### src/rtl/sram_if_pkg.sv
// sram_if_pkg: state encoding, timing defaults and request record shared by the SRAM controller.
package sram_if_pkg;
  localparam int RD_WAIT_DEF  = 1;
  localparam int WR_PULSE_DEF = 2;
  localparam logic [2:0] S_IDLE     = 3'd0;
  localparam logic [2:0] S_RD_ACT   = 3'd1;
  localparam logic [2:0] S_RD_CAP   = 3'd2;
  localparam logic [2:0] S_WR_SETUP = 3'd3;
  localparam logic [2:0] S_WR_PULSE = 3'd4;
  localparam logic [2:0] S_WR_HOLD  = 3'd5;
  typedef struct packed {
    logic        wr;
    logic [17:0] addr;
    logic [15:0] data;
  } req_t;
endpackage

### src/rtl/sram_req_edge.sv
// sram_req_edge: samples the bus requests, detects their rising edge with write priority
// and keeps a single pending request for service once the access engine frees up.
module sram_req_edge
  import sram_if_pkg::*;
(
  input  logic        CLK0,
  input  logic        reset_n,
  input  logic        rd_req,
  input  logic        wr_req,
  input  logic [17:0] address,
  input  logic [15:0] data_write,
  input  logic        idle_i,
  input  logic        free_i,
  output logic        go_o,
  output req_t        go_req_o
);
  logic rd_s_q, wr_s_q, hist_q, pend_q, pend_d, rise, load;
  req_t pend_req_q, cur_req;
  assign rise = (rd_s_q | wr_s_q) & ~hist_q;
  assign cur_req = req_t'({wr_s_q, address, data_write});
  // Fresh edges start only from IDLE; a pending request also launches from a finishing state.
  assign load = rise & ~pend_q & ~idle_i;
  assign pend_d = load | (pend_q & ~free_i);
  assign go_o = (free_i & pend_q) | (idle_i & rise & ~pend_q);
  assign go_req_o = pend_q ? pend_req_q : cur_req;
  always_ff @(posedge CLK0 or negedge reset_n) begin
    if (!reset_n) begin
      rd_s_q     <= 1'b0;
      wr_s_q     <= 1'b0;
      hist_q     <= 1'b0;
      pend_q     <= 1'b0;
      pend_req_q <= '0;
    end else begin
      rd_s_q <= rd_req;
      wr_s_q <= wr_req;
      hist_q <= rd_s_q | wr_s_q;
      pend_q <= pend_d;
      if (load) pend_req_q <= cur_req;
    end
  end
endmodule

### src/rtl/sram_if_ctrl.sv
// sram_if_ctrl: asynchronous-SRAM access engine; sequences CS_n/OE_n/WE_n for single-word
// reads and writes with every pin driven straight from a register.
module sram_if_ctrl
  import sram_if_pkg::*;
#(
  parameter int RD_WAIT  = RD_WAIT_DEF,
  parameter int WR_PULSE = WR_PULSE_DEF
) (
  input  logic        CLK0,
  input  logic        reset_n,
  input  logic        rd_req,
  input  logic        wr_req,
  input  logic [17:0] address,
  input  logic [15:0] data_write,
  output logic [15:0] data_read,
  output logic        ready,
  output logic [17:0] address_pins,
  output logic [15:0] data_pins_out,
  input  logic [15:0] data_pins_in,
  output logic        data_pins_out_en,
  output logic        CS_n,
  output logic        OE_n,
  output logic        WE_n
);
  logic [2:0] state_q, state_d, cnt_q, cnt_d, start_s;
  logic       go, idle, free;
  req_t       go_req;
  assign idle = state_q == S_IDLE;
  assign free = idle | (state_q == S_RD_CAP) | (state_q == S_WR_HOLD);
  sram_req_edge u_edge (
    .CLK0       (CLK0),
    .reset_n    (reset_n),
    .rd_req     (rd_req),
    .wr_req     (wr_req),
    .address    (address),
    .data_write (data_write),
    .idle_i     (idle),
    .free_i     (free),
    .go_o       (go),
    .go_req_o   (go_req)
  );
  assign start_s = !go ? S_IDLE : go_req.wr ? S_WR_SETUP : S_RD_ACT;
  always_comb begin
    state_d = S_IDLE;
    case (state_q)
      S_IDLE, S_RD_CAP, S_WR_HOLD: state_d = start_s;
      S_RD_ACT:   state_d = cnt_q == 3'(RD_WAIT - 1) ? S_RD_CAP : S_RD_ACT;
      S_WR_SETUP: state_d = S_WR_PULSE;
      S_WR_PULSE: state_d = cnt_q == 3'(WR_PULSE - 1) ? S_WR_HOLD : S_WR_PULSE;
      default:    state_d = S_IDLE;
    endcase
  end
  assign cnt_d = state_d == state_q ? cnt_q + 3'd1 : 3'd0;
  // Strobes are decoded from the next state so they change on the same edge as the FSM.
  always_ff @(posedge CLK0 or negedge reset_n) begin
    if (!reset_n) begin
      state_q          <= S_IDLE;
      cnt_q            <= 3'd0;
      CS_n             <= 1'b1;
      OE_n             <= 1'b1;
      WE_n             <= 1'b1;
      data_pins_out_en <= 1'b0;
      ready            <= 1'b0;
      address_pins     <= '0;
      data_pins_out    <= '0;
      data_read        <= '0;
    end else begin
      state_q          <= state_d;
      cnt_q            <= cnt_d;
      CS_n             <= state_d == S_IDLE;
      OE_n             <= !(state_d inside {S_RD_ACT, S_RD_CAP});
      WE_n             <= state_d != S_WR_PULSE;
      data_pins_out_en <= state_d inside {S_WR_SETUP, S_WR_PULSE, S_WR_HOLD};
      ready            <= state_d == S_IDLE;
      if (go) address_pins <= go_req.addr;
      if (go && go_req.wr) data_pins_out <= go_req.data;
      if (state_q == S_RD_CAP) data_read <= data_pins_in;
    end
  end
endmodule

### config.mk
export PLATFORM = sky130hd
export DESIGN_NAME = sram_if_ctrl
export DESIGN_NICKNAME = d
export VERILOG_FILES = /design/src/rtl/sram_if_pkg.sv /design/src/rtl/sram_req_edge.sv /design/src/rtl/sram_if_ctrl.sv
export SDC_FILE = /design/constraint.sdc
export NUM_CORES = 1
export LEC_CHECK = 0
export CAP_MARGIN = 30
export CORE_AREA = 5 5 106 108
export DETAILED_ROUTE_END_ITERATION = 10
export DIE_AREA = 0 0 111 113
export PLACE_DENSITY = 0.74
export SLEW_MARGIN = 25
export SYNTH_ARGS = -nofsm -noshare
export SYNTH_HDL_FRONTEND = slang
export SYNTH_SLANG_ARGS = --single-unit
### constraint.sdc
create_clock -name CLK0 -period 1.8 [get_ports CLK0]
set_input_delay 0.27 -clock CLK0 [delete_from_list [all_inputs] [get_ports CLK0]]
set_output_delay 0.27 -clock CLK0 [all_outputs]
set_load 0.01 [all_outputs]
==> results.md <==
- Outcome: completed
- DRC Markers: 0
- CP Cell Sequence: clkdlybuf4s50_1
- CP arrival: between 1 and 1.5 ns
- WL final: 8540 µm
- Worst-path clk slew: 0.09 ns
- Yosys top cell area share: 0.562
- Vias in the first global route: between 3000 and 4000
- Endpoint type of the worst setup path: output pin
- RSZ-0062 raised after global routing: false
- # setup viols final: 0
- CP max FO: 1
- Period utilization: 0.940
- Synth-to-Final Area Change: 35.7%
- Pin count of the biggest net entering global routing: 37
- Root buffer cell: clkbuf_8
- Cell count of the worst reg-to-reg path: 3
- Max Cap Viol: 0
- Critical path data required time: between 1.5 and 2 ns
- Antenna Cells: 0
- Layout Skew: between 0.01 and 0.015 ns
- Worst path bufs/invs: 1
- Most frequent cells in the layout: clkdlybuf4s50_1 (107), dfrtp_1 (94), mux2_2 (81)
- Io pins: 109
- Tmin final: ~1.7 ns
- FMAX: 0.591 GHz
- Switch Pwr: 3.14 mW
- CTS tree: yes
- Setup ws final: around 0.11 ns
- Die Area: 0.0125 mm²
- Gate power share: 0.452
- Drt wl/cell: 15.0 µm
- Final hold vios: 0
- Area of the mapped netlist: 0.00432 mm²
- IO buf count: 108
- Max Root-Sink Buffers: 2
- Core area: ~0.01 mm²
- Layout cells sized above 1: 0.306
- Worst relative slew slack: 0.690
- Pre-antenna DRT Iters: 5
- Post-CTS Setup Bufs: 0
- Pwr Density: 1680 mW/mm²
- Distinct cell type count of the synthesized netlist: 39
- Number of nets with antenna violations after routing: 0
- P_int: between 6 and 7 mW
- Stages on worst setup path: 1
- Final TNS setup: 0 ns
- Initial antenna violation count: 0
- Dominant cells by area after synthesis: dfrtp_1 (56%), mux2_2 (21%), mux2i_1 (4.4%), a21oi_1 (2.5%), dfstp_2 (1.8%)
- Final nets: just under 500
- GPL Wtd Cong: 0.805
- Worst Tran Pin Value: roughly 0.46 ns
- VDD IR-drop max: 696 µV
- GRT overflow: 0
- Hold Path Stages: 1
- Net Count, Synth: 369
- Skew-Pair Late Insertion Delay: roughly 0.35 ns
- Clk sinks: 100
- First-pass GRT wire length: ~15000 µm
- Ys Warns: 0
- Synth Area per Inst: approximately 14 µm²
- Dpl ws: between 0.05 and 0.06 ns
- Initial Utilization: 0.426
- CTS buffer count: 9
- Seq pwr share: 0.405
- Post-synthesis sequential area ratio: 0.580
- Cell count after synthesis: between 300 and 400
- Crit-path leading delay family: buffers and inverters
- Max incr delay on CP: approximately 0.55 ns
- Via count: 2813
- Critical Path Source Type: flip-flop
- DIE WIDTH: between 100 and 150 µm
- Rows: 37
- Switching part of the total: 0.319
- H-tree levels: 3
- Lkg Pwr: 2.38 nW
- WHS: 0.361 ns
- Tot GR Track Use: 0.143
- Die Span Y: ~110 µm
- CP Class: flip-flop to output pin
- Clk pwr share: 0.142
- Crit-path slowest cell: clkdlybuf4s50_1
- DP Wirelength: between 6000 and 7000 µm
- Yosys reg bits: 100
- Commonest non-fill, non-tap cell in the layout: clkdlybuf4s50_1
- Worst Hold Class: input pin to flip-flop
- Post-DR vias/cell: 4.94
- Max Transition Viols Final: 0
- Area leader, netlist: dfrtp_1
- Initial drt markers: 125
==> cell families after synthesis <==
logic type      after synthesis  share of synthesized area
mux                         101                      0.258
xor+xnor                      1                    0.00203
compound gates               40                     0.0626
buf+inv                      21                     0.0290
fa+ha+maj                     3                    0.00869
simple gates                 46                     0.0597
flops                       100                      0.580
==> worst paths after layout <==
kind / startpoint / to / slack [ns]
worst min-delay path: rd_req / u_edge.rd_s_q / 0.36
min in group asynchronous: reset_n / address_pins[10] / 0.40
max in group asynchronous: reset_n / address_pins[8] / 0.78
worst max register to register: u_edge.pend_q / data_pins_out[3] / 0.11
worst max-delay path: OE_n / OE_n / 0.11
worst min register to register: u_edge.pend_req_q[28] / u_edge.pend_req_q[28] / 0.50
==> synth_stat cells (all sizes together) <==
cell type  number
nor3            6
o21a            1
o211a           1
or2             3
o21bai          2
nand3           2
ha              3
nor3b           2
xnor2           1
inv             5
clkbuf          2
nand2           4
and3            1
or3b            1
nor2           21
a211oi          2
or3             1
mux2           82
buf            14
dfstp           3
nand4b          1
a31o            1
nor2b           4
a21bo           1
a21oi          26
dfrtp          97
o21ai           4
o211ai          1
mux2i          19
o21ba           1
==> state kept, by name, indices dropped and copies added (netlist names), 3 cells and up <==
name and count:
state_q 3, address_pins 18, data_pins_out 16, u_edge.pend_req_q 35, data_read 16, cnt_q 3
==> worst reg2reg max path: stages, from the launching register on <==
cell,delay (ns)
dfrtp_2,0.48
buf_4,0.44
mux2_2,0.40
mux2_2,0.26
==> per-stage QoR <==
step                total power [mW]  cells  cell area (µm²)  utilization
floorplan                       6.52    312             4320            -
global placement                8.40    554             5660        0.558
detailed placement              8.56    554             5660        0.558
CTS                             9.99    570             5860        0.578
global route                    10.6    570             5860        0.578
finish                          9.85    570             5860        0.578
==> power groups by stage <==
stage / logic (mW) / clock network [mW] / registers, mW
after floorplan: 2.35 / 0 / 4.17
final: 4.46 / 1.40 / 3.99
after detailed placement: 4.51 / 0 / 4.05
after CTS: 4.53 / 1.45 / 4.00
after global routing: 4.86 / 1.54 / 4.14
after global placement: 4.42 / 0 / 3.98
==> layer usage <==
metal / routed length, µm / GRT usage / vias up
met5: 0 / 0 / -
met4: 161 / 0.0558 / 0
met3: 407 / 0.0369 / 12
met2: 4180 / 0.244 / 79
met1: 3790 / 0.175 / 1389
li1: - / - / 1333
==> timing repair <==
item / CTS / global route
gates resized for setup: 0 / 2
hold buffers: 1 / 0
endpoints found under the setup margin: 0 / 30
endpoints found under the hold margin: 29 / 0
==> cell type report <==
cell class / instances / area (µm²)
clock buffer: 11 / 141
clock inverter: 4 / 50.0
fill: 816 / 4280
inverter: 5 / 18.8
multi-input combinational: 191 / 1690
sequential: 100 / 2510
tap: 136 / 170
timing repair buffer: 123 / 1280
Note: power is estimated with default switching activity, not from simulation.
